### config.mk
export PLATFORM = sky130hd
export DESIGN_NAME = r2sdf_stage
export DESIGN_NICKNAME = d
export VERILOG_FILES = /design/src/rtl/r2sdf_stage.sv
export SDC_FILE = /design/constraint.sdc
export NUM_CORES = 2
export LEC_CHECK = 0
export ABC_AREA = 1
export CAP_MARGIN = 25
export CORE_ASPECT_RATIO = 1.1
export CORE_UTILIZATION = 41
export CTS_BUF_LIST = sky130_fd_sc_hd__clkbuf_2
export DETAILED_ROUTE_END_ITERATION = 8
export HOLD_SLACK_MARGIN = 0.1
export PLACE_DENSITY = 0.61
export REMOVE_ABC_BUFFERS = 1
export SLEW_MARGIN = 20
export SYNTH_ARGS = -nofsm -noshare
export SYNTH_HDL_FRONTEND = slang
export SYNTH_SLANG_ARGS = --single-unit
### constraint.sdc
create_clock -name clk -period 6.1 [get_ports clk]
set_input_delay 0.915 -clock clk [delete_from_list [all_inputs] [get_ports clk]]
set_output_delay 0.915 -clock clk [all_outputs]
set_load 0.05 [all_outputs]
### src/rtl/r2sdf_stage.sv
// r2sdf_stage: one radix-2 single-path delay-feedback (DIF) FFT stage driving an external
// registered twiddle ROM pair. Define R2SDF_ROUND_EN for round-half-up instead of truncation.
module r2sdf_stage #(
  parameter int DW    = 16,
  parameter int CW    = 16,
  parameter int LD    = 3,
  parameter int TW_AW = 8
) (
  input  logic                    clk,
  input  logic                    rst_n,
  input  logic                    in_vld,
  input  logic signed [DW-1:0]    in_re,
  input  logic signed [DW-1:0]    in_im,
  output logic        [TW_AW-1:0] coef_addr,
  input  logic signed [CW-1:0]    coef_re,
  input  logic signed [CW-1:0]    coef_im,
  output logic                    out_vld,
  output logic signed [DW-1:0]    out_re,
  output logic signed [DW-1:0]    out_im
);

  localparam int D  = 1 << LD;
  localparam int BW = DW + 2;       // butterfly sum plus rounding headroom
  localparam int PW = DW + CW;      // single product
  localparam int SW = PW + 2;       // product sum plus rounding headroom

  localparam logic signed [BW-1:0] B_ONE  = BW'(1);
  localparam logic signed [BW-1:0] B_MAX  = BW'((1 << (DW-1)) - 1);
  localparam logic signed [BW-1:0] B_MIN  = BW'(-(1 << (DW-1)));
  localparam logic signed [SW-1:0] S_HALF = SW'(64'sd1 <<< (CW-2));
  localparam logic signed [SW-1:0] S_MAX  = SW'((64'sd1 <<< (DW-1)) - 64'sd1);
  localparam logic signed [SW-1:0] S_MIN  = SW'(-(64'sd1 <<< (DW-1)));

  // Halve a butterfly sum/difference and clamp back into DW bits.
  function automatic logic signed [DW-1:0] half_sat(input logic signed [BW-1:0] v);
    logic signed [BW-1:0] r;
    r = v;
`ifdef R2SDF_ROUND_EN
    r = r + B_ONE;
`endif
    r = r >>> 1;
    if (r > B_MAX)      r = B_MAX;
    else if (r < B_MIN) r = B_MIN;
    return DW'(r);
  endfunction

  // Scale a Q1.(CW-1) product sum back to data precision and clamp.
  function automatic logic signed [DW-1:0] tw_sat(input logic signed [SW-1:0] v);
    logic signed [SW-1:0] r;
    r = v;
`ifdef R2SDF_ROUND_EN
    r = r + S_HALF;
`endif
    r = r >>> (CW-1);
    if (r > S_MAX)      r = S_MAX;
    else if (r < S_MIN) r = S_MIN;
    return DW'(r);
  endfunction

  // ---------------------------------------------------------------- counter
  logic [LD:0]   cnt;
  logic          phase;
  logic [LD-1:0] n;

  assign phase     = cnt[LD];
  assign n         = cnt[LD-1:0];
  assign coef_addr = TW_AW'(n) << (TW_AW - LD);

  // NOTE: sequential state uses <= so every register samples pre-edge values.
  always_ff @(posedge clk or negedge rst_n) begin
    if (!rst_n)      cnt <= '0;
    else if (in_vld) cnt <= cnt + 1'b1;
  end

  // ------------------------------------------------------------- delay line
  logic signed [DW-1:0] dl_re [D];
  logic signed [DW-1:0] dl_im [D];
  logic signed [DW-1:0] d_re, d_im;

  assign d_re = dl_re[D-1];
  assign d_im = dl_im[D-1];

  logic signed [BW-1:0] sum_re, sum_im, dif_re, dif_im;
  logic signed [DW-1:0] push_re, push_im, emit_re, emit_im;
  logic                 byp;

  always_comb begin
    // NOTE: every variable gets a value before any branch, so no latch is inferred.
    sum_re  = BW'(d_re) + BW'(in_re);
    sum_im  = BW'(d_im) + BW'(in_im);
    dif_re  = BW'(d_re) - BW'(in_re);
    dif_im  = BW'(d_im) - BW'(in_im);
    push_re = in_re;
    push_im = in_im;
    emit_re = d_re;
    emit_im = d_im;
    byp     = phase || (n == '0);
    if (phase) begin
      push_re = half_sat(dif_re);
      push_im = half_sat(dif_im);
      emit_re = half_sat(sum_re);
      emit_im = half_sat(sum_im);
    end
  end

  // NOTE: the delay line is built from flops, so it takes the async reset like any register.
  always_ff @(posedge clk or negedge rst_n) begin
    if (!rst_n) begin
      for (int k = 0; k < D; k++) begin
        dl_re[k] <= '0;
        dl_im[k] <= '0;
      end
    end else if (in_vld) begin
      dl_re[0] <= push_re;
      dl_im[0] <= push_im;
      for (int k = 1; k < D; k++) begin
        dl_re[k] <= dl_re[k-1];
        dl_im[k] <= dl_im[k-1];
      end
    end
  end

  // ------------------------------------------------- E0: butterfly capture
  // The first fill block after reset carries no data; primed opens the output.
  logic                 primed;
  logic                 s0_vld, s0_byp;
  logic signed [DW-1:0] s0_re, s0_im;

  always_ff @(posedge clk or negedge rst_n) begin
    if (!rst_n) begin
      primed <= 1'b0;
      s0_vld <= 1'b0;
      s0_byp <= 1'b0;
      s0_re  <= '0;
      s0_im  <= '0;
    end else begin
      primed <= primed | (in_vld & phase);
      s0_vld <= in_vld & (primed | phase);
      if (in_vld) begin
        s0_byp <= byp;
        s0_re  <= emit_re;
        s0_im  <= emit_im;
      end
    end
  end

  // ------------------------------------------------------ E1: products
  // ROM words for this sample appear now, one cycle after the address.
  logic                 s1_vld, s1_byp;
  logic signed [DW-1:0] s1_re, s1_im;
  logic signed [PW-1:0] p_rc, p_is, p_ic, p_rs;

  always_ff @(posedge clk or negedge rst_n) begin
    if (!rst_n) begin
      s1_vld <= 1'b0;
      s1_byp <= 1'b0;
      s1_re  <= '0;
      s1_im  <= '0;
      p_rc   <= '0;
      p_is   <= '0;
      p_ic   <= '0;
      p_rs   <= '0;
    end else begin
      s1_vld <= s0_vld;
      if (s0_vld) begin
        s1_byp <= s0_byp;
        s1_re  <= s0_re;
        s1_im  <= s0_im;
        p_rc   <= PW'(s0_re) * PW'(coef_re);
        p_is   <= PW'(s0_im) * PW'(coef_im);
        p_ic   <= PW'(s0_im) * PW'(coef_re);
        p_rs   <= PW'(s0_re) * PW'(coef_im);
      end
    end
  end

  // --------------------------------------------- E2: combine and saturate
  // Multiply by conj-rotation W = c - j*s.
  logic signed [DW-1:0] tw_re, tw_im;

  always_comb begin
    tw_re = tw_sat(SW'(p_rc) + SW'(p_is));
    tw_im = tw_sat(SW'(p_ic) - SW'(p_rs));
  end

  always_ff @(posedge clk or negedge rst_n) begin
    if (!rst_n) begin
      out_vld <= 1'b0;
      out_re  <= '0;
      out_im  <= '0;
    end else begin
      out_vld <= s1_vld;
      if (s1_vld) begin
        out_re <= s1_byp ? s1_re : tw_re;
        out_im <= s1_byp ? s1_im : tw_im;
      end
    end
  end

endmodule

==> results.sh <==
export IMPL_avgSynthCellArea_um2=7.71
export IMPL_wl_per_cell_um=18.0
export IMPL_worst_pin_slew_ns=1.20
export IMPL_outcome="completed"
export IMPL_drc=0
export IMPL_netlist_area_um2=66800
export IMPL_nets=10800
export IMPL_yosys_warnings=0
export IMPL_crit_fanout=10
export IMPL_critical_path_class="flip-flop to flip-flop"
export IMPL_worstPathCellList="buf_12, nand2_1, inv_1, fa_1, buf_4, inv_1, fa_1, fa_1, inv_1, fa_1, fa_1, inv_1, fa_1, inv_1, ha_2, a21oi_2, o21ai_0, a21oi_2, nand3_2, a21o_1, or2_2, nand3_2, nand2_1"
export IMPL_clkSinkCount=490
export IMPL_finalHoldViolations=0
export IMPL_cp_arrival_ns=7.47
export IMPL_cap_violations=0
export IMPL_synth_distinct_cells=60
export IMPL_grt_pass1_wl_mm=323
export IMPL_critPathTopFamily="adder cells"
export IMPL_placed_cells=11200
export IMPL_grt_setup_unrepaired="true"
export IMPL_root_buffer="clkbuf_2"
export IMPL_slew_headroom_pct=20.3
export IMPL_end_kind="flip-flop"
export IMPL_ys_flop_type="dfrtp_1"
export IMPL_die_w_um=387
export IMPL_finClkSkew_ns=0.214
export IMPL_drtIter0Drc=3857
export IMPL_postRouteAntennaNets=0
export IMPL_multiInputGateArea_um2=46000
export IMPL_synth_edf_count=0
export IMPL_num_vias=56200
export IMPL_fin_crit_ns=5.94
export IMPL_gp_congestion=0.922
export IMPL_cts_path_max_buffers=3
export IMPL_worstPathBufferInverterCount=7
export IMPL_drtPass1Iterations=6
export IMPL_postSynth_asyncResetShare_pct=100
export IMPL_post_dp_hpwl_mm=159
export IMPL_layout_area_seq_um2=12300
export IMPL_start_kind="flip-flop"
export IMPL_vias_per_cell=4.89
export IMPL_h_tree_depth=4
export IMPL_overflow=0
export IMPL_clock_latency_ns=1.74
export IMPL_grt_pass1_vias=58300
export IMPL_drt_total_wl_mm=206
export IMPL_final_area_um2=77400
export IMPL_syn_instance_count=8659
export IMPL_clock_fmax_mhz=168
export IMPL_hold_class="input port to flip-flop"
export IMPL_min_period_over_period_pct=97.3
export IMPL_pin_count=108
export IMPL_placed_cell_area_um2=74800
export IMPL_io_buffers=102
export IMPL_ys_seq_elements=490
export IMPL_cts_tree="built"
export IMPL_fin_setup_tns_ns=0
export IMPL_layoutNonFillerInstCount=11500
export IMPL_critPathMostFrequentCell="fa_1"
export IMPL_antenna_found_initial=4
export IMPL_start_util_pct=41.3
export IMPL_dieArea_um2=165000
export IMPL_cts_buffers=144
export IMPL_n_fill_cell=16000
export IMPL_grt_max_degree=188
export IMPL_area_growth_pct=15.9
export IMPL_row_count=155
export IMPL_yosysSeqAreaShare_pct=18.4
export IMPL_critPathSlowestCell="fa_1"
export IMPL_slowest_delay_ns=0.55
export IMPL_final_max_slew_viol_count=0
export IMPL_drive_gt1_share_pct=11.5
export IMPL_grt_use_total_pct=25.1
export IMPL_core_area_um2=162000
export IMPL_setup_viol=0
export IMPL_clk_pin_slew_ns=0.10
export IMPL_die_y_um=425
export IMPL_critPathRequiredTime_ns=7.63
==> cells in the mapped netlist (all sizes together), types with 2 or more instances <==
cell type / n / area share (%)
nand2: 2763 / 16
inv: 2016 / 11
fa: 1052 / 32
dfrtp: 490 / 18
ha: 452 / 8.5
a21oi: 317 / 2.4
clkbuf: 316 / 1.8
o21ai: 282 / 2.1
nor2: 277 / 1.6
nand3: 193 / 1.5
or2: 55 / 0.52
xnor2: 53 / 0.69
xor2: 52 / 0.68
nor3: 43 / 0.34
buf: 37 / 0.33
o21bai: 37 / 0.42
o211ai: 31 / 0.35
nand4: 30 / 0.28
a31oi: 26 / 0.24
a21o: 24 / 0.27
nand3b: 20 / 0.22
a21boi: 17 / 0.20
o221ai: 13 / 0.17
a211oi: 10 / 0.11
nor4: 10 / 0.10
o21a: 8 / 0.090
a221oi: 4 / 0.052
a31o: 4 / 0.052
o22ai: 4 / 0.037
o31ai: 4 / 0.045
and2: 3 / 0.028
and3: 3 / 0.028
a22o: 2 / 0.026
dlygate4sd3: 2 / 0.030
nor3b: 2 / 0.022
==> cell families after synthesis <==
| logic type | Yosys count | synth area share [%] |
|---|---|---|
| buffers and inverters | 2373 | 13.5 |
| other | 1 | 0.00561 |
| and+or+nand+nor | 3399 | 20.1 |
| DFF | 490 | 18.4 |
| AOI/OAI and AO/OA | 787 | 6.64 |
| adders and majority gates | 1504 | 40.0 |
| xor gates and xnor gates | 105 | 1.38 |
==> registers in the layout, indices dropped and copies added, names as in the netlist, 4 cells and up <==
signal and flops:
dl_im 112, s1_im 16, p_is 32, out_im 16, p_ic 32, s1_re 16, s0_im 16, s0_re 16
dl_re 112, p_rs 32, out_re 16, d_re 16, cnt 4, d_im 16, p_rc 32
==> worst reg2reg max path: stages, from the launching register on <==
cell	delay [ns]
dfrtp_2	0.45
buf_12	0.16
nand2_1	0.08
inv_1	0.07
fa_1	0.54
buf_4	0.16
inv_1	0.08
fa_1	0.50
fa_1	0.41
inv_1	0.10
fa_1	0.45
fa_1	0.55
inv_1	0.05
fa_1	0.47
inv_1	0.04
ha_2	0.31
a21oi_2	0.22
o21ai_0	0.15
a21oi_2	0.24
nand3_2	0.19
a21o_1	0.21
or2_2	0.28
nand3_2	0.11
nand2_1	0.06
==> layout make-up <==
type,instances,area share [%]
multi-input combinational,5800,59.4
timing repair buffer,803,9.84
clock buffer,198,1.28
clock inverter,43,0.359
sequential,490,15.9
tap,2119,3.42
antenna,11,0.0355
inverter,2017,9.79
==> metrics by stage <==
step | setup slack, ns | hold WS, ns | util (%)
finish | 0.163 | 0.309 | 47.8
global route | -0.0418 | 0.209 | 47.8
CTS | 0.000870 | 0.118 | 47.2
detailed placement | -1.18 | 0.443 | 46.2
global placement | -1.15 | 0.433 | 46.2
floorplan | -0.0794 | 0.413 | -
==> worst paths after layout <==
path	start	endpoint	slack, ns	cells after the start
max	s0_re[15]	p_rc[24]	0.16	23
min	in_re[15]	dl_re[127]	0.31	5
max reg2reg	s0_re[15]	p_rc[24]	0.16	23
min reg2reg	dl_re[16]	d_re[0]	0.38	2
max in group asynchronous	rst_n	s0_im[15]	4.29	4
min in group asynchronous	rst_n	p_rc[9]	0.50	4
==> routing by layer <==
metal / vias up / GRT usage (%) / share of wire [%]
met5: - / 0 / 0.0034
li1: 26800 / - / -
met1: 27600 / 32.7 / 43
met4: 2 / 10.5 / 4.4
met2: 1439 / 42.5 / 48
met3: 316 / 2.97 / 5.3
==> layout by cell type (no fill, tap or decap), types with 8 or more instances in the layout <==
cell type           n
clkbuf_16           8
a21oi_2            26
clkinv_2           11
o221ai_1           13
dfrtp_2            14
o211ai_1           31
nand2_2            21
nor4_1              9
clkdlybuf4s50_1   100
dlygate4sd3_1      34
o21bai_1           37
xnor2_1            53
ha_1              432
or2_2              49
a21oi_1           290
nor3_1             37
nand2_1          2742
a31oi_1            23
clkinv_1           19
buf_12             84
diode_2            11
dfrtp_1           474
nor2_1            271
o21ai_0           266
fa_1             1045
clkbuf_2          198
xor2_1             52
nand3b_1           20
buf_4             570
nand3_1           182
a21o_1             24
nand4_1            30
a211oi_1           10
o21a_1              8
nand3_2            10
o21ai_1            15
ha_4               14
inv_1            2011
a21boi_0            9
==> repair_timing <==
| item | CTS | global route |
|---|---|---|
| buffers inserted | 0 | 25 |
| pin swaps | 0 | 32 |
| hold endpoints to repair | 377 | 0 |
| gates cloned | 0 | 8 |
| endpoints found under the setup margin | 11 | 48 |
| hold buffers | 35 | 0 |
| resized for setup | 12 | 110 |
Power is not shown: default switching activity piles up to over one toggle a cycle in this logic, so the estimate is an artifact.
